$ cat src/rtl/pheap_req_arb_pkg.sv
`timescale 1ns/1ps
// Shared types for the pipelined heap: opcodes, level status, key/value record
// and the request front-end's state and response types.
package pheap_req_arb_pkg;

  localparam int KEY_W = 8;
  localparam int VAL_W = 8;
  localparam int ID_W  = 4;

  typedef enum logic [1:0] {
    LEQ     = 2'd0,
    DEQ     = 2'd1,
    ENQ_DEQ = 2'd2
  } opcode_t;

  typedef enum logic [1:0] {
    WAIT       = 2'd0,
    DONE       = 2'd1,
    NEXT_LEVEL = 2'd2
  } done_t;

  typedef struct packed {
    logic [KEY_W-1:0] key;
    logic [VAL_W-1:0] val;
  } kv_t;

  // An all-ones key sorts last, so it doubles as the "no entry" marker.
  localparam kv_t KV_EMPTY = '{key: '1, val: '0};

  typedef enum logic [2:0] {
    IDLE  = 3'd0,
    ISSUE = 3'd1,
    EXEC  = 3'd2,
    RESP  = 3'd3,
    GAP   = 3'd4
  } arb_state_t;

  typedef struct packed {
    logic [ID_W-1:0] id;
    kv_t             kv;
    logic            err;
  } resp_t;

endpackage

$ cat src/rtl/pheap_req_arb_rr_arbiter.sv
`timescale 1ns/1ps
// Combinational round-robin pick: first valid request at or after ptr,
// wrapping modulo NUM_REQ. The caller owns and updates the pointer.
module pheap_req_arb_rr_arbiter #(
  parameter int NUM_REQ = 4,
  localparam int IDX_W  = $clog2(NUM_REQ)
) (
  input  logic [NUM_REQ-1:0] valid,
  input  logic [IDX_W-1:0]   ptr,
  input  logic               enable,
  output logic [NUM_REQ-1:0] grant,
  output logic [IDX_W-1:0]   idx,
  output logic               any
);

  int cand;

  always_comb begin
    grant = '0;
    idx   = '0;
    any   = 1'b0;
    cand  = 0;
    for (int k = 0; k < NUM_REQ; k++) begin
      cand = int'(ptr) + k;
      if (cand >= NUM_REQ) cand = cand - NUM_REQ;
      if (enable && !any && valid[cand]) begin
        any         = 1'b1;
        grant[cand] = 1'b1;
        idx         = IDX_W'(cand);
      end
    end
  end

endmodule

$ cat src/rtl/pheap_req_arb.sv
`timescale 1ns/1ps
// Request front-end for the pipelined heap: round-robin client arbitration,
// full/empty screening, level-1 start/done handshake and response return.
module pheap_req_arb
  import pheap_req_arb_pkg::*;
#(
  parameter int NUM_REQ   = 4,
  parameter int ISSUE_GAP = 2,
  localparam int IDX_W    = $clog2(NUM_REQ)
) (
  input  logic                  clk,
  input  logic                  rst,
  input  logic [NUM_REQ-1:0]    req_valid,
  input  opcode_t [NUM_REQ-1:0] req_op,
  input  kv_t [NUM_REQ-1:0]     req_kv,
  output logic [NUM_REQ-1:0]    req_ready,
  output logic                  resp_valid,
  output logic [IDX_W-1:0]      resp_id,
  output kv_t                   resp_kv,
  output logic                  resp_err,
  output logic                  heap_start,
  output opcode_t               heap_op,
  output kv_t                   heap_in,
  input  done_t                 heap_done,
  input  kv_t                   heap_out,
  input  logic                  heap_full,
  input  logic                  heap_empty,
  output logic                  busy
);

  arb_state_t       state, state_nxt;
  logic [IDX_W-1:0] ptr;
  logic [IDX_W-1:0] grant_idx;
  logic [3:0]       gap_cnt;
  logic             grant_any, arb_en, reject, pass_thru;
  opcode_t          grant_op;
  kv_t              grant_kv;
  opcode_t          lat_op;
  kv_t              lat_kv;
  resp_t            lat_resp;
  logic             unused_id_hi;

  assign arb_en = (state == IDLE) && !rst;

  pheap_req_arb_rr_arbiter #(.NUM_REQ(NUM_REQ)) u_rr (
    .valid  (req_valid),
    .ptr    (ptr),
    .enable (arb_en),
    .grant  (req_ready),
    .idx    (grant_idx),
    .any    (grant_any)
  );

  assign grant_op  = req_op[grant_idx];
  assign grant_kv  = req_kv[grant_idx];
  assign reject    = (grant_op == LEQ && heap_full) || (grant_op == DEQ && heap_empty);
  assign pass_thru = (grant_op == ENQ_DEQ) && heap_empty;

  always_comb begin
    state_nxt  = state;
    heap_start = 1'b0;
    heap_op    = LEQ;
    heap_in    = KV_EMPTY;
    resp_valid = 1'b0;
    resp_id    = '0;
    resp_kv    = KV_EMPTY;
    resp_err   = 1'b0;
    busy       = (state != IDLE);
    case (state)
      IDLE: begin
        if (grant_any) state_nxt = (reject || pass_thru) ? RESP : ISSUE;
      end
      ISSUE: begin
        heap_start = 1'b1;
        heap_op    = lat_op;
        heap_in    = lat_kv;
        state_nxt  = EXEC;
      end
      EXEC: begin
        heap_op = lat_op;
        heap_in = lat_kv;
        if (heap_done != WAIT) state_nxt = RESP;
      end
      RESP: begin
        resp_valid = 1'b1;
        resp_id    = lat_resp.id[IDX_W-1:0];
        resp_kv    = lat_resp.kv;
        resp_err   = lat_resp.err;
        state_nxt  = (ISSUE_GAP == 0) ? IDLE : GAP;
      end
      GAP: begin
        if (gap_cnt <= 4'd1) state_nxt = IDLE;
      end
      default: state_nxt = IDLE;
    endcase
  end

  // Control registers: state, arbitration pointer, drain-gap counter.
  always_ff @(posedge clk) begin
    if (rst) begin
      state   <= IDLE;
      ptr     <= '0;
      gap_cnt <= '0;
    end else begin
      state <= state_nxt;
      if (state == IDLE && grant_any)
        ptr <= (grant_idx == IDX_W'(NUM_REQ - 1)) ? '0 : grant_idx + 1'b1;
      if (state == RESP)
        gap_cnt <= 4'(ISSUE_GAP);
      else if (state == GAP)
        gap_cnt <= gap_cnt - 4'd1;
    end
  end

  // Request/response payload; outputs are gated by state so these need no reset.
  always_ff @(posedge clk) begin
    if (state == IDLE && grant_any) begin
      lat_op       <= grant_op;
      lat_kv       <= grant_kv;
      lat_resp.id  <= ID_W'(grant_idx);
      lat_resp.err <= reject;
      lat_resp.kv  <= reject ? KV_EMPTY : grant_kv;
    end else if (state == EXEC && heap_done != WAIT) begin
      // A plain enqueue has nothing to hand back.
      lat_resp.kv <= (lat_op == LEQ) ? KV_EMPTY : heap_out;
    end
  end

  assign unused_id_hi = ^lat_resp.id;

endmodule

$ cat config.mk
export PLATFORM = sky130hd
export DESIGN_NAME = pheap_req_arb
export DESIGN_NICKNAME = d
export VERILOG_FILES = /design/src/rtl/pheap_req_arb_pkg.sv /design/src/rtl/pheap_req_arb_rr_arbiter.sv /design/src/rtl/pheap_req_arb.sv
export SDC_FILE = /design/constraint.sdc
export NUM_CORES = 1
export LEC_CHECK = 0
export BUFFER_PORTS_ARGS = -buffer_cell sky130_fd_sc_hd__buf_2
export CAP_MARGIN = 20
export CELL_PAD_IN_SITES_DETAIL_PLACEMENT = 2
export CELL_PAD_IN_SITES_GLOBAL_PLACEMENT = 2
export CORE_MARGIN = 3
export CORE_UTILIZATION = 27
export CTS_CLUSTER_DIAMETER = 40
export DETAILED_ROUTE_END_ITERATION = 6
export PLACE_DENSITY_LB_ADDON = 0.25
export SLEW_MARGIN = 20
export SYNTH_ARGS = -nofsm -noshare
export SYNTH_HDL_FRONTEND = slang
export SYNTH_SLANG_ARGS = --single-unit
$ cat constraint.sdc
create_clock -name clk -period 4.05 [get_ports clk]
set_input_delay 0.6075 -clock clk [delete_from_list [all_inputs] [get_ports clk]]
set_output_delay 0.6075 -clock clk [all_outputs]
set_load 0.03 [all_outputs]
Word-level counts from Yosys, hierarchy flattened
Index checks and enable logic that the tools add are counted.

storage, ports and cells
  flip-flop bits (word level) = 46
  input port bits = 98
  word-level logic and storage cells = 139

operators by class
  add/subtract/negate cells = 9
  magnitude comparators = 14
  equal/unequal tests = 10
  mux-type cells = 59
  bitwise gates (word level) = 3
  reductions and logical operators = 33

operators with widths
  operator                                                                              number
  32-bit by 1-bit greater-or-equal comparator with 1-bit output, second input constant  4
  32-bit by 4-bit less-than comparator with 1-bit output, second input constant         4
  32-bit 2-to-1 mux                                                                     4
  16-bit 2-to-1 mux                                                                     7
  32-bit by 4-bit greater-or-equal comparator with 1-bit output, second input constant  3
  32-bit by 4-bit subtractor with 32-bit output, second input constant                  3
  16-bit binary-select mux with 2-bit select                                            1
  2-bit 2-to-1 mux                                                                      11
  1-bit 2-to-1 mux                                                                      19
  1-bit logical AND                                                                     17
  4-bit 2-to-1 mux                                                                      4
  3-bit case mux with 5 select lines                                                    1
  4-bit OR                                                                              3
  3-bit 2-to-1 mux                                                                      3
  1-bit binary-select mux with 2-bit select                                             4
  1-bit demux with 2-bit select                                                         4
  2-bit by 2-bit adder with 3-bit output, second input constant                         2
  3-bit by 2-bit equality test with 1-bit output, second input constant                 2
  2-bit != test, second input constant                                                  3
  2-bit nonzero test                                                                    3
  2-bit binary-select mux with 2-bit select                                             1
  2-bit equality test, second input constant                                            2
  4-bit by 1-bit less-or-equal comparator with 1-bit output, second input constant      1
  1-bit zero test                                                                       4
  other kinds (15)                                                                      18

Depth between registers and ports, before layout
Gate-level depths: netlist of run 1.

  depth in word-level cells = 28
  depth in mapped cells = 16
  depth with buffers taken out = 12

Hierarchy
Synthesis of run 1 repeated with hierarchy kept, for this count alone.

second synthesis, totals
  cell total of the unflattened synthesis = 271
  area, all modules = 3,193.1 um^2

modules (own cells, without submodules)
  module                    times used  cells each  area an instance (um^2)
  pheap_req_arb             1           211         2,688.8
  pheap_req_arb_rr_arbiter  1           60          504.2

Worst setup path after synthesis of run 1
Ideal clock, no wire load.

  kind = reg-to-reg
  from = register ptr[0]
  to = register lat_resp[10] (netlist name), data pin
  library setup time = 0.261 ns
  arrival time = 3.272 ns
  required time = 3.789 ns
  path slack = 0.517 ns
  stages on the path, launching flop included = 16
  path buffers = 3
  clock period less this slack = 3.533 ns
  cells stage by stage = dfxtp_1 -> buf_6 -> inv_1 -> ha_1 -> buf_6 -> or3b_1 -> a2111o_1 -> a21oi_2 -> a21boi_2 -> inv_2 -> buf_6 -> mux2i_1 -> mux2_4 -> o21ai_4 -> inv_4 -> o32a_1

on the way
  word-level cells in the longest chain between the ends = 26
  elaborated cells on any way between the ends = 57
  those cells by class = 7 x add/sub; 4 x order compare; 1 x eq/ne; 30 x mux; 15 x reduce/logical

RTL lines
  element                                                                                   line                            text
  start, declared                                                                           pheap_req_arb.sv:32             logic [IDX_W-1:0] ptr;
  start signal, assigned                                                                    pheap_req_arb.sv:107            ptr <= (grant_idx == IDX_W'(NUM_REQ - 1)) ? '0 : grant_idx + 1'b1;
  branches (longest 18 deep; another with 32-bit by 4-bit subtractor with 32-bit output)    --
  2-bit 2-to-1 mux (*)                                                                      pheap_req_arb_rr_arbiter.sv:26  if (enable && !any && valid[cand]) begin
  2-bit binary-select mux with 2-bit select (*)                                             pheap_req_arb.sv:54             assign grant_op = req_op[grant_idx];
  2-bit 2-to-1 mux (implied by the code) (*)                                                pheap_req_arb.sv:54
  2-bit by 1-bit equality test with 1-bit output / 2-bit zero test (equally long branches)  pheap_req_arb.sv:56             assign reject = (grant_op == LEQ && heap_full) || (grant_op == DEQ && heap_empty);
  1-bit logical AND                                                                         pheap_req_arb.sv:56
  1-bit logical OR (*)                                                                      pheap_req_arb.sv:56
  net reject                                                                                pheap_req_arb.sv:35             logic grant_any, arb_en, reject, pass_thru;
  16-bit 2-to-1 mux (*)                                                                     pheap_req_arb.sv:122            lat_resp.kv <= reject ? KV_EMPTY : grant_kv;
  16-bit 2-to-1 mux (*)                                                                     pheap_req_arb.sv:117            if (state == IDLE && grant_any) begin
  end, declared                                                                             pheap_req_arb.sv:40             resp_t lat_resp;

Mark *: on every way through the listed nets, which the timed path passes. The select of a mux whose other input is x is not followed.
A chain may end at the register's enable or synchronous reset.

Worst setup path in the final report of run 1
  from = register ptr[1]
  to = register lat_resp[13] (netlist name), data pin

The elaborated chain is that of the path after synthesis.

==> results.py, run 1 <==
metrics = {
    "run_status": {
        "status": "finished clean",
    },
    "worst_setup_path": {
        "reg2reg_depth": 12,
        "critPathCaptureType": "register",
        "worstPathMaxFanout": 13,
        "critPathKind": "register to register",
        "r2r_start": "ptr[1]",
        "setup.worst_path.start_class": "register",
        "r2r_end": "lat_resp[13]",
        "ff2ff_setup_slack_ns": 0.32,
        "worstPathRequired_ns": 4.08,
        "arrival_ns": 3.76,
    },
    "clocking": {
        "cts_tree": "built",
        "post_cts_resized": 0,
        "htree_levels": 2,
        "clkLatencyLatePin_ns": 0.28,
        "clock_path_buffers": 2,
        "clkTransAtPathRegs_ns": 0.06,
        "cts-buffers-inserted": 5,
        "holdBufCountCts": 0,
        "clock_sinks": 46,
        "cts_setup_buffers": 0,
        "root_buffer": "clkbuf_16",
    },
    "power": {
        "switching_share_pct": 46.4,
        "p_leak_nw": 1.92,
        "clockPowerShare_pct": 13.5,
        "p_comb_share_pct": 57.3,
        "vdd_ir_drop_max_v": 0.000214,
        "internal-power_mw": 1.58,
        "power_frac_seq_pct": 29.2,
        "netSwitchingPower_mw": 1.37,
        "power_density_nw_per_um2": 696,
    },
    "min_path": {
        "whs_path_depth": 2,
        "min_delay_worst_endpoint": "gap_cnt[1]",
        "min_path_type": "register to register",
        "hp-start": "gap_cnt[1]",
    },
    "timing": {
        "hold_viol": 0,
        "setup_viol_count_final": 0,
        "fin_crit_sh_pct": 92.0,
        "finalCriticalPeriod_ns": 3.73,
        "fin_skew_ns": 0.00605,
        "clock.fmax_mhz": 268,
        "worst-slew-pin-transition_ns": 0.846,
        "relSlewSlack_pct": 43.4,
        "grt_setup_unrepaired": "false",
        "hold-worst-slack_ns": 0.527,
        "fin_setup_tns_ns": 0,
        "slew_viol_final": 0,
    },
    "global_routing": {
        "grt_pass1_vias": 3506,
        "grt_max_degree": 23,
        "antenna_found_initial": 0,
        "overflow": 0,
        "track_usage_pct": 17.7,
        "grt_pass1_wl_mm": 18.8,
    },
    "routing": {
        "wirelength_mm": 12.0,
        "dr.pass1.iters": 5,
        "drc": 0,
        "viasPerCell": 5.09,
        "wl_per_cell_um": 18.6,
        "antenna_left": 0,
        "detail_route.iter0.violations": 156,
        "via_count": 3285,
    },
    "place": {
        "dp_cells": 637,
        "io_buffers": 141,
        "detailed_place_hpwl_mm": 9.85,
        "gp_congestion": 0.809,
        "placed_area_sq_um": 4080,
    },
    "finish": {
        "finalNonFillerCells": 645,
        "seq_area_sq_um": 1290,
        "final_core_util_pct": 36.5,
        "finalInstanceArea_sq_um": 4220,
        "final_common_cell": "buf_2",
        "diodes": 0,
        "fillers": 1327,
        "drive_above_1_share_pct": 34.5,
        "syn2layout_area_growth_pct": 30.5,
        "multi_input_area_sq_um": 1730,
        "layout_common_cells": "141 x buf_2, 82 x nand2_1, 37 x edfxtp_1, 22 x and2_1, 19 x and3_1",
        "nets": 609,
    },
    "yosys": {
        "synthFlopType": "edfxtp_1",
        "ys_ff_latch": 46,
        "yosys_warnings": 0,
        "synthArstFlopShare_pct": 0,
        "syn_inst": 366,
        "synthesis.area_sq_um": 3240,
        "synth_edf_count": 37,
        "postSynthAreaPerCell_sq_um": 8.84,
        "synth-seq-area-share_pct": 39.9,
        "synthDistinctLibCells": 56,
        "syn_nets": 474,
    },
    "floorplan": {
        "io_pins": 142,
        "die-height_um": 115,
        "die-area_sq_um": 13300,
        "initial_utilization_pct": 28.0,
        "die_w_um": 115,
        "row_count": 39,
        "coreArea_sq_um": 11600,
    },
    "flow_run": {
        "maxCapViolations": 0,
    },
}
## power by group through the flow
stage / sequential (mW) / combinational [mW] / clock, mW
2_1_floorplan: 0.836 / 1.18 / 0
3_3_place_gp: 0.856 / 1.64 / 0
3_5_place_dp: 0.869 / 1.70 / 0
4_1_cts: 0.863 / 1.71 / 0.406
5_1_grt: 0.876 / 1.86 / 0.425
6_report: 0.860 / 1.69 / 0.397
## logic make-up (layout without fill, tap and decap cells)
family | Yosys count | in the layout | share of synthesized area, %
adder cells (fa/ha/maj) | 10 | 10 | 3.87
flip-flops | 46 | 46 | 39.9
multiplexers | 8 | 8 | 3.05
XOR/XNOR | 4 | 4 | 1.08
AO/OA/AOI/OAI | 81 | 81 | 19.2
AND/OR/NAND/NOR | 174 | 174 | 26.2
buffers and inverters | 43 | 179 | 6.65
## how the worst max path moves through the flow
stage,startpoint,end,depth (start not counted)
3_3_place_gp,ptr[1],lat_resp[16],12
4_1_cts,ptr[1],lat_resp[13],12
3_5_place_dp,ptr[1],lat_resp[13],12
5_1_grt,ptr[1],lat_resp[13],12
6_report,ptr[1],lat_resp[13],12
2_1_floorplan,ptr[0],lat_resp[10],15
## through the flow
| step | total power [mW] | setup WS [ns] |
|---|---|---|
| 2_1_floorplan | 2.02 | 0.517 |
| 3_3_place_gp | 2.50 | 0.461 |
| 3_5_place_dp | 2.57 | 0.295 |
| 4_1_cts | 2.98 | 0.295 |
| 5_1_grt | 3.16 | 0.113 |
| 6_report | 2.94 | 0.323 |
## per-layer routing
layer	part of all wire, %	GRT usage, %	wire [um]
met4	0.62	3.29	74
met3	5.3	2.51	641
met1	47	25.2	5620
met5	0	0	0
met2	47	29.0	5690
## state kept, by name (all words and copies together), names as in the netlist
register and flops:
lat_resp 19, state 3, ptr 2, gap_cnt 4
lat_op 2, lat_kv 16
## worst max-delay path: stages, from the launching register on
cell      delay (ns)
dfxtp_1         0.33
inv_1           0.11
ha_1            0.42
or3b_1          0.42
a2111o_1        0.39
a21oi_2         0.29
a21boi_2        0.16
inv_2           0.21
o211ai_1        0.16
and3_1          0.22
o21ai_4         0.30
inv_4           0.10
o32a_1          0.36
## final cells by class
cell class / count / area share (%)
clock inverters: 2 / 0.326
flip-flops and latches: 46 / 30.6
multi-input cells: 277 / 41.1
repair buffers: 156 / 19.4
well taps: 143 / 4.24
inverters: 15 / 1.39
clock buffers: 6 / 3.05
## synthesized netlist by cell type (all sizes together), types with 3 or more instances
master | count | share of area [%]
a21oi | 12 | 2.0
and3 | 19 | 3.7
buf | 14 | 3.2
or3 | 9 | 1.7
a222oi | 4 | 1.2
nand2b | 9 | 1.7
o211ai | 5 | 1.2
o21ai | 8 | 1.6
inv | 15 | 1.8
ha | 10 | 3.9
nor3 | 3 | 0.46
edfxtp | 37 | 34
and2 | 22 | 4.3
dfxtp | 9 | 5.6
mux2i | 5 | 1.5
nor2 | 17 | 2.0
a31oi | 18 | 3.5
o32a | 8 | 2.5
a2111oi | 3 | 0.81
a32o | 8 | 2.5
nand2 | 82 | 9.5
clkbuf | 14 | 1.7
Note: power is estimated with default switching activity, not from simulation.
==> run 2, diff against run 1 <==
--- a/config.mk
+++ b/config.mk
@@ -14,7 +14,9 @@
 export CTS_CLUSTER_DIAMETER = 40
 export DETAILED_ROUTE_END_ITERATION = 6
 export PLACE_DENSITY_LB_ADDON = 0.25
+export RECOVER_POWER = 50
 export SLEW_MARGIN = 20
 export SYNTH_ARGS = -nofsm -noshare
 export SYNTH_HDL_FRONTEND = slang
 export SYNTH_SLANG_ARGS = --single-unit
+export TNS_END_PERCENT = 30
==> run 2 against run 1 <==
Power down 1.1%. Cell count did not move. Via count about the same. Register-to-register slack barely moved. Worst setup slack got worse by 0.0068 ns. First-iteration DRC count grew 3.2%. Combinational power down 2%. Largest power group unchanged.
==> results.py, run 2 (synthesis results as in run 1) <==
metrics = {
    "finish": {
        "drive_above_1_share_pct": 29.3,
        "syn2layout_area_growth_pct": 29.1,
        "largest_register_ffs": 19,
        "fillers": 1351,
        "layout_common_cells": "122 x buf_2, 82 x nand2_1, 37 x edfxtp_1, 25 x clkbuf_1, 19 x and3_1",
        "final_common_cell": "buf_2",
        "reg_top3": "lat_resp x19, lat_kv x16, gap_cnt x4",
        "finalInstanceArea_sq_um": 4180,
        "diodes": 0,
        "max_flop_register": "lat_resp",
        "nets": 609,
    },
    "global_routing": {
        "grt.busiest_layer": "met2",
        "antenna_found_initial": 0,
        "track_usage_pct": 17.7,
        "grt_max_degree": 23,
        "grt_use_met1_pct": 25.2,
        "grt_pass1_wl_mm": 18.8,
        "use_met3_pct": 2.51,
        "grt_util_met2_pct": 29.0,
        "grt_pass1_vias": 3506,
        "overflow": 0,
    },
    "routing": {
        "drc": 0,
        "viasPerCell": 5.09,
        "via_count": 3283,
        "detail_route.iter0.violations": 161,
        "antenna_left": 0,
        "dr.pass1.iters": 5,
        "wl_per_cell_um": 18.7,
        "wirelength_mm": 12.0,
    },
    "timing": {
        "clock.fmax_mhz": 268,
        "fin_setup_tns_ns": 0,
        "setup_viol_count_final": 0,
        "grt_setup_unrepaired": "false",
        "fin_crit_sh_pct": 92.2,
        "relSlewSlack_pct": 36.8,
        "finalCriticalPeriod_ns": 3.73,
        "worst-slew-pin-transition_ns": 0.949,
        "hold-worst-slack_ns": 0.528,
        "fin_skew_ns": 0.00465,
        "hold_viol": 0,
        "slew_viol_final": 0,
    },
    "floorplan": {
        "die-area_sq_um": 13300,
        "coreArea_sq_um": 11600,
        "die_w_um": 115,
        "initial_utilization_pct": 28.0,
        "io_pins": 142,
        "row_count": 39,
        "die-height_um": 115,
    },
    "worst_setup_path": {
        "critPathCaptureType": "register",
        "cp_num_buf_inv": 3,
        "cp_top_family": "compound AO/OA/AOI/OAI gates",
        "setup.worst_path.start_class": "register",
        "critical-path-slowest-cell": "ha_1",
        "arrival_ns": 3.76,
        "worstPathRequired_ns": 4.08,
        "critPathMaxStageDelay_ns": 0.42,
        "critPathKind": "register to register",
        "cp_cell_sequence": "inv_1 -> ha_1 -> or3b_1 -> a2111o_1 -> a21oi_2 -> a21boi_2 -> inv_2 -> o211ai_1 -> and3_1 -> o21ai_4 -> inv_4 -> o32a_1",
        "worstPathMaxFanout": 13,
    },
    "clocking": {
        "htree_levels": 2,
        "root_buffer": "clkbuf_16",
        "post_cts_resized": 0,
        "clkLatencyLatePin_ns": 0.28,
        "clock_path_buffers": 2,
        "cts_setup_buffers": 0,
        "cts-buffers-inserted": 5,
        "clkTransAtPathRegs_ns": 0.06,
        "clock_sinks": 46,
        "holdBufCountCts": 0,
        "cts_tree": "built",
    },
    "place": {
        "placed_area_sq_um": 4080,
        "io_buffers": 141,
        "gp_congestion": 0.809,
        "detailed_place_hpwl_mm": 9.85,
    },
    "power": {
        "vdd_ir_drop_max_v": 0.000206,
        "p_leak_nw": 1.86,
        "power_density_nw_per_um2": 696,
    },
    "min_path": {
        "min_path_type": "register to register",
    },
    "run_status": {
        "status": "finished clean",
    },
    "flow_run": {
        "maxCapViolations": 0,
    },
}
[run 2: cell count changes in the layout (fill, tap and decap cells not counted), moves of 5 or more]
cell	delta
and2_0	+8
buf_2	-19
and2_1	-8
buf_4	-5
clkbuf_1	+24
[run 2: final timing paths]
check        cells after the start  slack (ns)      endpoint       start
max                             12        0.32  lat_resp[13]      ptr[1]
min                              2        0.53    gap_cnt[1]  gap_cnt[1]
max reg2reg                     12        0.32  lat_resp[13]      ptr[1]
min reg2reg                      2        0.53    gap_cnt[1]  gap_cnt[1]
[run 2: metrics by stage]
step / instances / worst slack [ns] / total power, mW / util [%]
floorplan: 366 / 0.517 / 2.02 / -
global placement: 637 / 0.461 / 2.50 / 35.3
detailed placement: 637 / 0.295 / 2.57 / 35.3
CTS: 645 / 0.295 / 2.98 / 36.5
global route: 645 / 0.113 / 3.13 / 36.1
finish: 645 / 0.316 / 2.91 / 36.1
[run 2: routing by layer]
metal  share of wire [%]  routed length [um]
met4                0.44                  53
met3                 4.2                 510
met2                  48                5760
met1                  48                5730
met5                   0                   0
[run 2: where the power goes]
group	leakage, nW	switching, mW	internal, mW
Clock	0.0708	0.166	0.229
Combinational	1.36	1.13	0.525
Sequential	0.427	0.0760	0.786
Total	1.86	1.37	1.54
[run 2: worst min-delay path, stage by stage, from the launching register on]
cell     delay (ns)
dfxtp_1        0.33
o21ai_0        0.09
a21oi_1        0.06
[run 2: cell type report]
type                            count  area (sq um)  share of cell area (%)
Clock buffer                        6           129                    3.09
Multi-Input combinational cell    277          1730                    41.4
Inverter                           15          58.8                    1.41
Clock inverter                      2          13.8                   0.330
Timing Repair Buffer              156           776                    18.6
Sequential cell                    46          1290                    30.9
Tap cell                          143           179                    4.28
==> run 3, diff against run 2 <==
--- a/config.mk
+++ b/config.mk
@@ -5,16 +5,16 @@
 export SDC_FILE = /design/constraint.sdc
 export NUM_CORES = 1
 export LEC_CHECK = 0
+export ABC_AREA = 1
 export BUFFER_PORTS_ARGS = -buffer_cell sky130_fd_sc_hd__buf_2
 export CAP_MARGIN = 20
 export CELL_PAD_IN_SITES_DETAIL_PLACEMENT = 2
 export CELL_PAD_IN_SITES_GLOBAL_PLACEMENT = 2
 export CORE_MARGIN = 3
-export CORE_UTILIZATION = 27
+export CORE_UTILIZATION = 26
 export CTS_CLUSTER_DIAMETER = 40
 export DETAILED_ROUTE_END_ITERATION = 6
 export PLACE_DENSITY_LB_ADDON = 0.25
-export RECOVER_POWER = 50
 export SLEW_MARGIN = 20
 export SYNTH_ARGS = -nofsm -noshare
 export SYNTH_HDL_FRONTEND = slang
==> run 3 against run 2 <==
Sequential power is 15% higher. Clock skew is 0.0027 ns higher. Global-route usage is 0.079 points higher. Critical path type unchanged. Largest power group unchanged.
==> results.py, run 3 <==
metrics = {
    "power": {
        "vdd_ir_drop_max_v": 0.000299,
        "switching_share_pct": 52.4,
        "power_density_nw_per_um2": 841,
        "internal-power_mw": 1.72,
        "finalPower_mw": 3.62,
        "p_comb_share_pct": 61.6,
        "clockPowerShare_pct": 11.1,
        "netSwitchingPower_mw": 1.89,
        "power_frac_seq_pct": 27.3,
        "p_leak_nw": 2.03,
    },
    "worst_setup_path": {
        "setup.worst_path.start_class": "register",
        "worstPathRequired_ns": 4.22,
        "cpMostUsedCell": "nand2_1",
        "cp_top_family": "simple AND/OR/NAND/NOR gates",
        "critical-path-slowest-cell": "dfxtp_1",
        "cp_num_buf_inv": 3,
        "crit_start": "ptr[0]",
        "r2r_start": "ptr[0]",
        "cp_cell_sequence": "inv_2 -> ha_1 -> inv_1 -> nand3_1 -> nand2_2 -> inv_2 -> nand3_2 -> nand2_1 -> nand2_4 -> nand2_2 -> nand2_1 -> nand3_1 -> nand2_2 -> nand3_4 -> nand2_1 -> nand2_1 -> nand2_1 -> nand2_1 -> a21oi_2",
        "critPathMaxStageDelay_ns": 0.55,
        "critPathCaptureType": "register",
        "arrival_ns": 3.91,
        "worstPathMaxFanout": 39,
        "critPathKind": "register to register",
    },
    "finish": {
        "nets": 677,
        "syn2layout_area_growth_pct": 28.1,
        "final_common_cell": "buf_2",
        "reg_top3": "lat_resp x19, lat_kv x16, gap_cnt x4",
        "finalInstanceArea_sq_um": 4300,
        "layout_common_cells": "141 x buf_2, 69 x nor2_1, 57 x inv_1, 52 x nand2_1, 41 x o21ai_0",
        "diodes": 0,
        "fillers": 1496,
        "drive_above_1_share_pct": 36.5,
        "largest_register_ffs": 19,
        "max_flop_register": "lat_resp",
    },
    "place": {
        "io_buffers": 141,
        "gp_congestion": 0.843,
        "post-place-ws_ns": 0.322,
        "placed_area_sq_um": 4150,
        "detailed_place_hpwl_mm": 10.4,
    },
    "routing": {
        "dr.pass1.iters": 4,
        "wl_per_cell_um": 17.2,
        "detail_route.iter0.violations": 190,
        "via_count": 3498,
        "wirelength_mm": 12.7,
        "drc": 0,
        "antenna_left": 0,
        "viasPerCell": 4.74,
    },
    "yosys": {
        "synth_top_family_by_area": "simple AND/OR/NAND/NOR gates",
        "yosys_warnings": 0,
        "syn_nets": 548,
        "synth-seq-area-share_pct": 38.5,
        "syn_inst": 440,
        "synthFlopType": "edfxtp_1",
        "ys_ff_latch": 46,
        "synth_area_leaders": "edfxtp_1 33%, nor2_1 7.7%, inv_1 6.4%",
        "synth_top_area_share_pct": 33.1,
        "synthMuxAreaShare_pct": 0,
        "synthTopCellsByCount": "69 x nor2_1, 57 x inv_1, 52 x nand2_1",
        "yosysTopAreaCell": "edfxtp_1",
        "postSynthAreaPerCell_sq_um": 7.62,
        "synthAdderAreaFrac_pct": 3.73,
        "synthDistinctLibCells": 36,
        "synthesis.area_sq_um": 3350,
        "synth_xor_area_share_pct": 0,
        "synth.most_common_cell": "nor2_1",
        "synthArstFlopShare_pct": 0,
        "synthSimpleGateAreaFrac_pct": 31.6,
        "synth_compound_area_share_pct": 14.9,
        "synth_edf_count": 37,
    },
    "floorplan": {
        "initial_utilization_pct": 27.2,
        "coreArea_sq_um": 12300,
        "die_w_um": 120,
        "die-area_sq_um": 14300,
        "row_count": 40,
        "io_pins": 142,
        "die-height_um": 120,
    },
    "global_routing": {
        "track_usage_pct": 17.8,
        "overflow": 0,
        "antenna_found_initial": 0,
        "grt_pass1_wl_mm": 20.4,
        "grt_max_degree": 40,
        "grt_pass1_vias": 3859,
    },
    "timing": {
        "slew_viol_final": 0,
        "grt_setup_unrepaired": "false",
        "clock.fmax_mhz": 268,
        "setup_viol_count_final": 0,
        "fin_setup_tns_ns": 0,
        "relSlewSlack_pct": 33.4,
        "hold_viol": 0,
        "fin_crit_sh_pct": 92.3,
        "setup_slack_ns": 0.313,
        "finalCriticalPeriod_ns": 3.74,
        "worst-slew-pin-transition_ns": 0.996,
        "fin_skew_ns": 0.00737,
    },
    "clocking": {
        "clkTransAtPathRegs_ns": 0.06,
        "clock_path_buffers": 2,
        "cts_setup_buffers": 0,
        "post_cts_resized": 0,
        "cts_tree": "built",
        "clkLatencyLatePin_ns": 0.28,
        "clock_sinks": 46,
        "holdBufCountCts": 0,
        "htree_levels": 2,
        "cts-buffers-inserted": 5,
        "root_buffer": "clkbuf_16",
    },
    "min_path": {
        "hp-start": "gap_cnt[3]",
        "min_path_type": "register to register",
    },
    "flow_run": {
        "maxCapViolations": 0,
    },
    "run_status": {
        "status": "finished clean",
    },
}
## run 3: layout make-up
type | instances | area, sq um | area share (%)
multi-input cells | 309 | 1690 | 39.3
clock buffers | 5 | 125 | 2.91
clock inverters | 3 | 21.3 | 0.495
inverters | 64 | 240 | 5.59
well taps | 168 | 210 | 4.89
flip-flops and latches | 46 | 1290 | 30.0
repair buffers | 143 | 721 | 16.8
## run 3: worst paths after layout
path	endpoint	slack, ns	cells after the start
max	state[1]	0.31	19
min	gap_cnt[3]	0.51	2
max reg2reg	state[1]	0.31	19
min reg2reg	gap_cnt[3]	0.51	2
## run 3: power groups by stage
| stage | sequential (mW) | clock, mW | combinational [mW] |
|---|---|---|---|
| after global routing | 1.01 | 0.428 | 2.49 |
| after floorplan | 0.960 | 0 | 1.66 |
| final | 0.987 | 0.403 | 2.23 |
| after global placement | 0.985 | 0 | 2.13 |
| after CTS | 0.992 | 0.411 | 2.26 |
| after detailed placement | 1.00 | 0 | 2.24 |
## run 3: metrics by stage
step / instances / hold WS, ns / util, %
floorplan: 440 / 0.458 / -
global placement: 730 / 0.478 / 33.7
detailed placement: 730 / 0.507 / 33.7
CTS: 738 / 0.516 / 34.9
global route: 738 / 0.561 / 34.9
finish: 738 / 0.512 / 34.9
## run 3: tightest hold or removal path, cell delays in order, from the launching register on
cell and delay (ns):
dfxtp_1 0.31, nor2_1 0.11, nor3_1 0.05
## run 3: layer usage
layer	wire length, um	GRT usage (%)
met1	5760	23.0
met2	6330	31.3
met3	513	3.02
met4	119	3.58
met5	0	0
## run 3: kinds of logic after synthesis
family / count (synthesis)
simple gates: 214
compound gates: 85
buf+inv: 85
flops: 46
fa+ha+maj: 10
